===== src/rtl/stim_pkg.sv =====
// Shared constants and FSM state type for the stimulus playback controller.
// The GAP state only exists when STIM_PACE_EN is defined.
package stim_pkg;

  localparam int ADDR_WIDTH_DEF = 9;
  localparam int DATA_WIDTH_DEF = 16;
  localparam int LOOP_WIDTH_DEF = 8;
  localparam int LAST_ADDR_DEF  = 469;
  localparam int PACE_WIDTH     = 8;

  typedef enum logic [1:0] {
    IDLE = 2'd0,
    RUN  = 2'd1
`ifdef STIM_PACE_EN
    ,
    GAP  = 2'd2
`endif
  } state_t;

endpackage


===== src/rtl/stim_playback_ctrl_if.sv =====
// Sample stream from the playback controller to the FIR input stage.
interface stim_playback_ctrl_if #(
  parameter int DATA_WIDTH = 16
);

  logic [DATA_WIDTH-1:0] out_data;
  logic                  out_valid;
  logic                  out_ready;
  logic                  out_last;

  modport master (output out_data, output out_valid, output out_last, input out_ready);
  modport slave  (input out_data, input out_valid, input out_last, output out_ready);

endinterface


===== src/rtl/stim_addr_gen.sv =====
// ROM address register, period-wrap compare and loop counter.
// Drives the combinational ROM address and flags the final sample to the FSM.
module stim_addr_gen #(
  parameter int ADDR_WIDTH = 9,
  parameter int LOOP_WIDTH = 8,
  parameter int LAST_ADDR  = 469
) (
  input  logic                  clk,
  input  logic                  reset_n,
  input  logic                  load,
  input  logic                  advance,
  input  logic                  clear,
  input  logic [LOOP_WIDTH-1:0] num_loops,
  output logic [ADDR_WIDTH-1:0] rom_addr,
  output logic                  next_is_last,
  output logic                  is_final
);

  localparam logic [ADDR_WIDTH-1:0] LAST = ADDR_WIDTH'(LAST_ADDR);

  logic [ADDR_WIDTH-1:0] addr_reg;
  logic [ADDR_WIDTH-1:0] addr_next;
  logic [LOOP_WIDTH-1:0] loop_cnt_reg;
  logic                  at_last;

  assign at_last  = (addr_reg == LAST);
  // loop_cnt of 0 means endless playback, so it can never be final
  assign is_final = at_last && (loop_cnt_reg == LOOP_WIDTH'(1));

  always_comb begin
    addr_next = addr_reg + ADDR_WIDTH'(1);
    if (load || at_last)
      addr_next = '0;
  end

  assign rom_addr     = (load || advance) ? addr_next : addr_reg;
  assign next_is_last = (rom_addr == LAST);

  always_ff @(posedge clk or negedge reset_n) begin
    if (!reset_n) begin
      addr_reg     <= '0;
      loop_cnt_reg <= '0;
    end else if (clear) begin
      addr_reg     <= '0;
      loop_cnt_reg <= '0;
    end else if (load) begin
      addr_reg     <= addr_next;
      loop_cnt_reg <= num_loops;
    end else if (advance) begin
      addr_reg <= addr_next;
      if (at_last && (loop_cnt_reg != '0))
        loop_cnt_reg <= loop_cnt_reg - LOOP_WIDTH'(1);
    end
  end

endmodule


===== src/rtl/stim_playback_ctrl.sv =====
// Plays the stimulus ROM into the FIR input as a valid/ready stream with loop count.
// Define STIM_PACE_EN to add pace_div and the inter-sample GAP state.
module stim_playback_ctrl
  import stim_pkg::*;
#(
  parameter int ADDR_WIDTH = ADDR_WIDTH_DEF,
  parameter int DATA_WIDTH = DATA_WIDTH_DEF,
  parameter int LOOP_WIDTH = LOOP_WIDTH_DEF,
  parameter int LAST_ADDR  = LAST_ADDR_DEF
) (
  input  logic                    clk,
  input  logic                    reset_n,
  input  logic                    start,
  input  logic                    abort,
  input  logic [LOOP_WIDTH-1:0]   num_loops,
`ifdef STIM_PACE_EN
  input  logic [PACE_WIDTH-1:0]   pace_div,
`endif
  output logic [ADDR_WIDTH-1:0]   rom_addr,
  input  logic [DATA_WIDTH-1:0]   rom_data,
  output logic                    busy,
  output logic                    done,
  stim_playback_ctrl_if.master    out_if
);

  state_t                state_reg;
  logic [DATA_WIDTH-1:0] out_data_reg;
  logic                  out_valid_reg;
  logic                  out_last_reg;
  logic                  busy_reg;
  logic                  done_reg;
`ifdef STIM_PACE_EN
  logic [PACE_WIDTH-1:0] pace_reg;
  logic [PACE_WIDTH-1:0] gap_cnt_reg;
`endif

  logic start_ok;
  logic handshake;
  logic advance;
  logic next_is_last;
  logic is_final;

  assign start_ok  = (state_reg == IDLE) && start && !abort;
  assign handshake = (state_reg == RUN) && out_valid_reg && out_if.out_ready;
  assign advance   = handshake && !abort;

  stim_addr_gen #(
    .ADDR_WIDTH (ADDR_WIDTH),
    .LOOP_WIDTH (LOOP_WIDTH),
    .LAST_ADDR  (LAST_ADDR)
  ) u_addr_gen (
    .clk          (clk),
    .reset_n      (reset_n),
    .load         (start_ok),
    .advance      (advance),
    .clear        (abort),
    .num_loops    (num_loops),
    .rom_addr     (rom_addr),
    .next_is_last (next_is_last),
    .is_final     (is_final)
  );

  always_ff @(posedge clk or negedge reset_n) begin
    if (!reset_n) begin
      state_reg     <= IDLE;
      out_data_reg  <= '0;
      out_valid_reg <= 1'b0;
      out_last_reg  <= 1'b0;
      busy_reg      <= 1'b0;
      done_reg      <= 1'b0;
`ifdef STIM_PACE_EN
      pace_reg      <= '0;
      gap_cnt_reg   <= '0;
`endif
    end else begin
      done_reg <= 1'b0;
      if (abort) begin
        state_reg     <= IDLE;
        out_valid_reg <= 1'b0;
        out_last_reg  <= 1'b0;
        busy_reg      <= 1'b0;
      end else begin
        case (state_reg)
          IDLE: begin
            if (start) begin
              state_reg     <= RUN;
              out_data_reg  <= rom_data;
              out_valid_reg <= 1'b1;
              out_last_reg  <= next_is_last;
              busy_reg      <= 1'b1;
`ifdef STIM_PACE_EN
              pace_reg      <= pace_div;
`endif
            end
          end
          RUN: begin
            if (handshake) begin
              if (is_final) begin
                state_reg     <= IDLE;
                out_valid_reg <= 1'b0;
                out_last_reg  <= 1'b0;
                busy_reg      <= 1'b0;
                done_reg      <= 1'b1;
              end else begin
                // next sample is captured now; in paced mode it is held invalid through GAP
                out_data_reg <= rom_data;
                out_last_reg <= next_is_last;
`ifdef STIM_PACE_EN
                if (pace_reg != '0) begin
                  state_reg     <= GAP;
                  out_valid_reg <= 1'b0;
                  gap_cnt_reg   <= pace_reg;
                end
`endif
              end
            end
          end
`ifdef STIM_PACE_EN
          GAP: begin
            if (gap_cnt_reg <= PACE_WIDTH'(1)) begin
              state_reg     <= RUN;
              out_valid_reg <= 1'b1;
            end else begin
              gap_cnt_reg <= gap_cnt_reg - PACE_WIDTH'(1);
            end
          end
`endif
          default: begin
            state_reg     <= IDLE;
            out_valid_reg <= 1'b0;
            out_last_reg  <= 1'b0;
            busy_reg      <= 1'b0;
          end
        endcase
      end
    end
  end

  assign out_if.out_data  = out_data_reg;
  assign out_if.out_valid = out_valid_reg;
  assign out_if.out_last  = out_last_reg;
  assign busy             = busy_reg;
  assign done             = done_reg;

endmodule


===== src/flat_wrapper.sv =====
// flat-port wrapper written by rule: the top's interface ports become plain ports
module stim_playback_ctrl_flat import stim_pkg::*;
#(
  parameter int ADDR_WIDTH = ADDR_WIDTH_DEF,
  parameter int DATA_WIDTH = DATA_WIDTH_DEF,
  parameter int LOOP_WIDTH = LOOP_WIDTH_DEF,
  parameter int LAST_ADDR  = LAST_ADDR_DEF
)
  (clk, reset_n, start, abort, num_loops, rom_addr, rom_data, busy, done, out_if_out_data, out_if_out_valid, out_if_out_last, out_if_out_ready);
  stim_playback_ctrl_if #(.DATA_WIDTH(DATA_WIDTH)) out_if_i ();
  input  logic clk;
  input  logic reset_n;
  input  logic start;
  input  logic abort;
  input  logic [LOOP_WIDTH-1:0] num_loops;
  output logic [ADDR_WIDTH-1:0] rom_addr;
  input  logic [DATA_WIDTH-1:0] rom_data;
  output logic busy;
  output logic done;
  output wire logic [$bits(out_if_i.out_data)-1:0] out_if_out_data;
  output wire logic [$bits(out_if_i.out_valid)-1:0] out_if_out_valid;
  output wire logic [$bits(out_if_i.out_last)-1:0] out_if_out_last;
  input wire logic [$bits(out_if_i.out_ready)-1:0] out_if_out_ready;
  assign out_if_out_data = out_if_i.out_data;
  assign out_if_out_valid = out_if_i.out_valid;
  assign out_if_out_last = out_if_i.out_last;
  assign out_if_i.out_ready = out_if_out_ready;
  stim_playback_ctrl #(.ADDR_WIDTH(ADDR_WIDTH), .DATA_WIDTH(DATA_WIDTH), .LOOP_WIDTH(LOOP_WIDTH), .LAST_ADDR(LAST_ADDR)) u_core (.clk(clk), .reset_n(reset_n), .start(start), .abort(abort), .num_loops(num_loops), .rom_addr(rom_addr), .rom_data(rom_data), .busy(busy), .done(done), .out_if(out_if_i));
endmodule

===== config.mk =====
export PLATFORM = sky130hd
export DESIGN_NAME = stim_playback_ctrl_flat
export DESIGN_NICKNAME = d
export VERILOG_FILES = /design/src/rtl/stim_pkg.sv /design/src/rtl/stim_playback_ctrl_if.sv /design/src/rtl/stim_addr_gen.sv /design/src/rtl/stim_playback_ctrl.sv /design/src/flat_wrapper.sv
export SDC_FILE = /design/constraint.sdc
export NUM_CORES = 1
export LEC_CHECK = 0
export ABC_AREA = 1
export CORE_MARGIN = 10
export CORE_UTILIZATION = 52
export CTS_CLUSTER_DIAMETER = 100
export DETAILED_ROUTE_END_ITERATION = 8
export HOLD_SLACK_MARGIN = 0.02
export PLACE_DENSITY = 0.86
export SETUP_SLACK_MARGIN = 0.2
export SLEW_MARGIN = 30
export SYNTH_ARGS = -nofsm -noshare
export SYNTH_HDL_FRONTEND = slang
export SYNTH_SLANG_ARGS = --single-unit

===== constraint.sdc =====
create_clock -name clk -period 4.5 [get_ports clk]
set_input_delay 0.9 -clock clk [delete_from_list [all_inputs] [get_ports clk]]
set_output_delay 0.9 -clock clk [all_outputs]
set_load 0.005 [all_outputs]

[Word-level counts from Yosys, hierarchy flattened]
Index checks and enable logic that the tools add are counted.
Word-level totals
  flip-flop bits (word level): 38
  bits of input ports: 29
  output and inout bits: 29
  logic and storage cells: 71
Cells by class
  add/sub/neg operators: 2
  equal/unequal tests: 10
  muxes and demuxes: 32
  bitwise gates (word level): 1
  reductions and logical operators: 19
Operators with widths (count)
  16-bit two-way mux: 3
  9-bit two-way mux: 5
  8-bit two-way mux: 4
  16-bit case mux with 2 select lines: 1
  9-bit == test, second input constant: 2
  1-bit two-way mux: 12
  9-bit by 1-bit adder with 9-bit output, second input constant: 1
  8-bit by 1-bit == test with 1-bit output, second input constant: 1
  2-bit two-way mux: 4
  8-bit nonzero test: 1
  8-bit by 1-bit subtractor with 8-bit output, second input constant: 1
  1-bit logical AND: 7
  3-bit by 2-bit inequality test with 1-bit output, second input constant: 2
  3-bit nonzero test: 2
  5-bit AND reduction: 1
  2-bit inequality test, second input constant: 2
  1-bit case mux with 2 select lines: 2
  2-bit case mux with 2 select lines: 1
  2-bit AND reduction: 2
  3-bit inequality test, second input constant: 1
  3-bit AND reduction: 1
  2-bit by 1-bit == test with 1-bit output, second input constant: 1
  2-bit logical NOT: 1
  1-bit logical OR: 2
  other kinds (4): 4

[Logic depth before layout (Yosys ltp)]
Gate-level depths: netlist of run 1.
  word-level depth: 11
  mapped depth: 12

[Hierarchy]
A second synthesis of run 1 with hierarchy kept.
Unflattened totals
  cell total of the unflattened synthesis: 291
  area, all modules: 2125.8 sq um
By module, submodules not included
  stim_addr_gen: instances 1, cells an instance 198, area each 1305.0 sq um, seq. area each 425.4 sq um
  stim_playback_ctrl: instances 1, cells an instance 93, area each 820.8 sq um, seq. area each 475.5 sq um

[Worst setup path after synthesis of run 1]
Ideal clock, no wire load.
  kind: in2out
  start: in abort
  end: out rom_addr[6]
  arrival: 1.525 ns
  data required time: 3.600 ns
  slack: 2.075 ns
  cell stages on the path: 6
  cells stage by stage: inv_2 -> nand3_4 -> nand2_4 -> buf_6 -> nor2_2 -> o21bai_2
On the way
  longest elaborated chain between the ends: 5
  elaborated cells on any way between the ends: 7
Ends and longest elaborated chain
  start, declared: RTL line flat_wrapper.sv:14  | input logic abort;
  1-bit logical NOT *: RTL line stim_playback_ctrl.sv:43, stim_playback_ctrl.sv:45
  1-bit logical AND: RTL line stim_playback_ctrl.sv:43  | assign start_ok = (state_reg == IDLE) && start && !abort;
  1-bit logical OR: RTL line stim_addr_gen.sv:32  | if (load || at_last)
  9-bit two-way mux: RTL line stim_addr_gen.sv:32
  9-bit two-way mux *: RTL line stim_addr_gen.sv:36  | assign rom_addr = (load || advance) ? addr_next : addr_reg;
  end, declared: RTL line flat_wrapper.sv:16  | output logic [ADDR_WIDTH-1:0] rom_addr;
Mark *: on every way between the ends. The rest lies on a longest branch, timed or not.

[Worst setup path after layout of run 1]
  start: in abort
  end: out rom_addr[5]
The elaborated chain is that of the path after synthesis.

==> out/qor.csv, run 1 <==
metric;value;unit
layout cell share with drive strength beyond 1;15.18;%
fmax;275.8;MHz
layout filler cell count;267;
Layout Skew;0.004522;ns
leak pwr;1.287;nW
Ys Warns;0;
Post-Route Utilization;73.76;%
vias post-DR;1858;
Max H-tree Level;2;
most frequent cells in the layout;nand2_1, clkdlybuf4s50_1, dfrtp_1;
worst r2r src;u_core.u_addr_gen.addr_reg[1]$_DFFE_PN0P_;
max reg flops;16;
DIE HEIGHT;83.39;µm
Final TNS setup;0;ns
Post-CTS Hold Fix Bufs;0;
Mapped Nets;275;
die area;0.006954;mm²
Routed WL per cell;15.11;µm
outcome;finished, final reports clean;
gp weighted congestion;0.9308;
dpl hpwl;4.116;mm
Storage cell area;900.9;µm²
crit path DAT;2.73;ns
DR iter-0 viols;152;
worst hold path class;flip-flop to flip-flop;
initial core utilization;55.41;%
synth top area cells;dfrtp_1, nand2_1, mux2_4;
first-pass GRT wire length;8.901;mm
Clock Latency Late Sink;0.29;ns
Slew HR;69.52;%
Routed Antenna Nets;0;
Worst-path clk slew;0.07;ns
TritonRoute pass-1 iters;4;
Fin. Hold Viols;0;
largest net degree at the start of global routing;37;
Design Power;1.035;mW
Max Cap Viol;0;
Synth top area share;43.11;%
DR vias/cell;5.293;
synthesized cell area;0.002090;mm²
Port Buffers;57;
WS Path Type;input pin to output port;
Tmin final;3.626;ns
total track usage;15.27;%
nets;335;
Clock Tree Buf Depth;2;
main combinational cell family by area after synthesis;simple AND/OR/NAND/NOR gates;
chip width;83.39;µm
worst vdd ir;278.3;µV
Mapped Cells;242;
crit-path cells;clkdlybuf4s50_1 > inv_2 > nand3_4 > nand2_4 > inv_2 > nand2_1 > o21ai_1 > clkdlybuf4s50_1;
vias in the first global route;1883;
Critical Path Source;abort;
HP Start;u_core.out_if.out_last$_DFFE_PN0P_;
Critical Path Max Stage Delay;0.53;ns
Yosys top cell by area;dfrtp_1;
CP endpoint kind;output port;
Core Footprint;0.003771;mm²
Synth Area in XOR/XNOR;0.8383;%
clk sink count;36;
antenna violations before repair;0;
Simple-Gate Fraction of Synth Area;24.25;%
Clock Tree Root;clkbuf_8;
row cnt;22;
Top Ports;58;
P per Cell Area;372.0;mW/mm²
synth unique cells;31;
Post-CTS Setup Bufs;0;
crit path launch type;input pin;
Overflow after GRT;0;
cts bufs inserted;5;
setup violators final;0;
post-CTS sizing;0;
fin crit share;80.58;%
FF+latch count, synth;36;
Compound-Gate Fraction of Synth Area;10.54;%
Avg Cell Area, Syn;8.634;µm²
slowest CP cell;clkdlybuf4s50_1;
RSZ-0062 raised after global routing;false;
ant diodes;0;
reg2reg path depth;7;
synthesized-area fraction occupied by adder cells;2.395;%
Final Slew Violations;0;
final wirelength;5.303;mm
CTS tree;done;
Worst Max-Slew Pin Slew;0.4572;ns
CP max FO;16;
register area share after synthesis;43.11;%
area taken by multi-input logic gates;0.001022;mm²
critical path data required time;3.60;ns
area growth from synthesis to layout;33.11;%
WHS Path Cells;2;
DRC;0;
post-synthesis mux area share;10.90;%
per-stage QoR:
stage          hold WS [ns]  area (µm²)  setup WS (ns)  instances
3_3_place_gp         0.4850        2674         0.9535        343
4_1_cts              0.5008        2781         0.8795        351
3_5_place_dp         0.4746        2674         0.8876        343
2_1_floorplan        0.4720        2090          2.075        242
6_report             0.5023        2781         0.8738        351
5_1_grt              0.5237        2781         0.7490        351
worst max-delay path: cells and delay by family:
family                 cells  cell delay [ns]
and+or+nand+nor            3             0.41
AOI/OAI and AO/OA          1             0.11
buffers and inverters      4             1.30
cell type report:
| type | instances | share of cell area [%] |
|---|---|---|
| clock buffers | 6 | 2.609 |
| clock inverters | 2 | 1.260 |
| inverters | 30 | 4.049 |
| multi-input cells | 171 | 36.75 |
| flip-flops and latches | 36 | 32.39 |
| well taps | 48 | 2.159 |
| repair buffers | 58 | 20.78 |
final timing paths:
path / to / slack (ns)
hold / removal: u_core.out_if.out_last$_DFFE_PN0P_ / 0.50
max in group asynchronous: u_core.u_addr_gen.addr_reg[1]$_DFFE_PN0P_ / 3.15
setup reg to reg: u_core.out_if.out_data[1]$_DFFE_PN0P_ / 2.67
hold reg to reg: u_core.out_if.out_last$_DFFE_PN0P_ / 0.50
min in group asynchronous: u_core.done$_DFF_PN0_ / 1.02
setup / recovery: rom_addr[5] / 0.87
metal layers:
| layer | wire, µm | global-route usage (%) | up-vias | share of wire, % |
|---|---|---|---|---|
| met3 | 559 | 6.152 | 10 | 11 |
| met2 | 2545 | 24.30 | 82 | 48 |
| met1 | 2106 | 17.72 | 846 | 40 |
| li1 | - | - | 920 | - |
| met5 | 0 | 0 | - | 0 |
| met4 | 90 | 6.308 | 0 | 1.7 |
power by group:
group / switching, mW / total (mW) / leakage [nW] / internal (mW)
sequential: 0.0396 / 0.418 / 0.459 / 0.379
combinational: 0.153 / 0.340 / 0.773 / 0.186
clock: 0.112 / 0.277 / 0.0552 / 0.164
total: 0.305 / 1.03 / 1.29 / 0.729
kinds of logic (layout without fill, tap and decap cells):
logic type	count (synthesis)	count (layout)
AO/OA/AOI/OAI	38	38
XOR/XNOR	2	2
adder cells (fa/ha/maj)	4	4
buffers and inverters	35	96
flip-flops	36	36
multiplexers	17	17
AND/OR/NAND/NOR	110	110
synthesized netlist by cell type:
cell	number
o22ai_1	7
buf_12	1
nand4_1	6
inv_1	23
mux2_4	10
ha_1	4
nand3_1	9
xor2_1	2
a21oi_1	4
o31ai_1	1
o21bai_1	1
o211ai_1	1
nand4_2	1
nor2_2	2
inv_2	7
dfrtp_1	36
o21bai_2	1
buf_6	1
o21ai_0	13
o21ai_1	8
nor2_1	23
nand2_1	57
buf_4	3
nand2_2	7
nand3_2	1
o32ai_1	2
mux2_2	6
mux2i_1	1
nand3_4	1
nand2_4	2
nor3_1	1
(Power assumes the default switching activity.)
==> run 2: changes to the inputs <==
--- a/config.mk
+++ b/config.mk
@@ -7,11 +7,11 @@
 export LEC_CHECK = 0
 export ABC_AREA = 1
 export CORE_MARGIN = 10
-export CORE_UTILIZATION = 52
+export CORE_UTILIZATION = 43
 export CTS_CLUSTER_DIAMETER = 100
 export DETAILED_ROUTE_END_ITERATION = 8
 export HOLD_SLACK_MARGIN = 0.02
-export PLACE_DENSITY = 0.86
+export PLACE_DENSITY = 0.76
 export SETUP_SLACK_MARGIN = 0.2
 export SLEW_MARGIN = 30
 export SYNTH_ARGS = -nofsm -noshare
==> constraint.sdc (replaced) <==
create_clock -name clk -period 3.06 [get_ports clk]
set_input_delay 0.612 -clock clk [delete_from_list [all_inputs] [get_ports clk]]
set_output_delay 0.612 -clock clk [all_outputs]
set_load 0.005 [all_outputs]
==> out/qor.csv, run 2 (synthesis results as in run 1) <==
metric;value;unit
layout filler cell count;393;
Clock Tree Buf Depth;2;
fmax;358.5;MHz
Clock Latency Late Sink;0.29;ns
CP bufs+invs;2;
Storage cell area;900.9;µm²
area taken by multi-input logic gates;0.001064;mm²
RSZ-0062 raised after global routing;true;
Final Slew Violations;0;
Layout Skew;0.003879;ns
Top Ports;58;
WS Path Type;flip-flop to output port;
most frequent cells in the layout;nand2_1, clkdlybuf4s50_1, dfrtp_1;
dpl hpwl;3.970;mm
Fin. Hold Viols;0;
nets;344;
Post-CTS Hold Fix Bufs;0;
Routed Antenna Nets;0;
DP Cell Count;362;
reg2reg path depth;7;
reg2reg end;u_core.out_if.out_data[1]$_DFFE_PN0P_;
worst hold slack;0.4067;ns
largest net degree at the start of global routing;37;
Design Area, Final;0.002923;mm²
Max Cap Viol;0;
Design Power;1.540;mW
worst r2r src;u_core.state_reg[0]$_DFFE_PN0P_;
leak pwr;1.364;nW
Reg2Reg Setup Slack;1.18;ns
first-pass GRT wire length;9.087;mm
Worst Max-Slew Pin Slew;0.7967;ns
Port Buffers;57;
Tmin final;2.789;ns
CP endpoint kind;output port;
cts bufs inserted;5;
crit-path cells;ha_2 > nand2_1 > nor2_2 > nand2_1 > nand2_1 > nand2_1 > o21ai_1 > nand2_1 > inv_1 > clkdlybuf4s50_1;
most common cell after layout, fill and taps aside;nand2_1;
DRC;0;
layout cell share with drive strength beyond 1;19.55;%
slowest CP cell;clkdlybuf4s50_1;
max reg flops;16;
worst hold path class;input pin to asynchronous set/reset pin;
total track usage;13.23;%
TritonRoute pass-1 iters;4;
crit path launch type;flip-flop;
Cell Area, Placed;0.002693;mm²
most used cell along the critical path;nand2_1;
worst vdd ir;405.2;µV
CTS tree;done;
ant diodes;0;
Slew HR;46.89;%
P per Cell Area;526.8;mW/mm²
family with the most delay on the worst path;simple AND/OR/NAND/NOR gates;
Final TNS setup;0;ns
gp weighted congestion;0.8950;
Critical Path Source;u_core.u_addr_gen.addr_reg[0]$_DFFE_PN0P_;
Critical Path Max Stage Delay;0.49;ns
clk sink count;36;
area growth from synthesis to layout;39.88;%
critical path data required time;2.45;ns
crit path DAT;2.18;ns
die area;0.008048;mm²
antenna violations before repair;0;
Core Footprint;0.004723;mm²
vias post-DR;1898;
Overflow after GRT;0;
Clock Tree Root;clkbuf_8;
DIE HEIGHT;89.71;µm
CP max FO;4;
DR vias/cell;5.008;
Post-Layout Cell Count;379;
fin crit share;91.15;%
Routed WL per cell;14.41;µm
Max H-tree Level;2;
setup violators final;0;
row cnt;25;
chip width;89.71;µm
initial core utilization;44.24;%
vias in the first global route;1923;
Worst-path clk slew;0.07;ns
outcome;finished, final reports clean;
final wirelength;5.460;mm
DR iter-0 viols;116;
run 2: power breakdown:
group	switching [mW]	internal (mW)
Combinational	0.224	0.287
Sequential	0.0557	0.557
Clock	0.175	0.241
Total	0.455	1.08
run 2: how the worst max path moves through the flow:
stage / cells past startpoint / slack [ns] / endpoint
after global routing: 10 / 0.10 / rom_addr[8]
after global placement: 8 / 0.16 / rom_addr[3]
after detailed placement: 8 / 0.11 / rom_addr[5]
after floorplan: 6 / 1.21 / rom_addr[6]
after CTS: 6 / 0.19 / rom_addr[2]
final: 10 / 0.27 / rom_addr[8]
run 2: cell type report:
class | count | share of cell area [%]
tap | 67 | 2.868
sequential | 36 | 30.82
timing repair buffer | 66 | 22.17
inverter | 30 | 3.938
clock inverter | 3 | 1.455
multi-input combinational | 172 | 36.39
clock buffer | 5 | 2.354
run 2: worst register-to-register path: stages (launching register included):
cell and delay [ns]:
dfrtp_1 0.52, inv_2 0.10, nand3_4 0.19, buf_12 0.13
nand2_4 0.06, buf_4 0.15, nand2_4 0.25, mux2_2 0.38
run 2: metal layers:
metal | global-route usage [%] | vias up | share of wire, % | wire, µm
met5 | 0 | - | 0 | 0
met4 | 3.504 | 0 | 0.84 | 46
met3 | 5.320 | 6 | 9.7 | 530
met2 | 22.52 | 72 | 49 | 2669
met1 | 14.92 | 880 | 41 | 2213
li1 | - | 940 | - | -
run 2: per-stage QoR:
stage,worst slack (ns),util [%]
after floorplan,1.211,-
after detailed placement,0.1061,57.01
after global placement,0.1556,57.01
final,0.2709,61.88
after global routing,0.1006,61.88
after CTS,0.1867,61.03
run 2: timing repair:
| item | CTS | global route |
|---|---|---|
| resized for setup | 7 | 4 |
| gates cloned | 1 | 0 |
| pin swaps | 3 | 2 |
| buffers inserted | 4 | 4 |
| setup endpoints to repair | 9 | 8 |
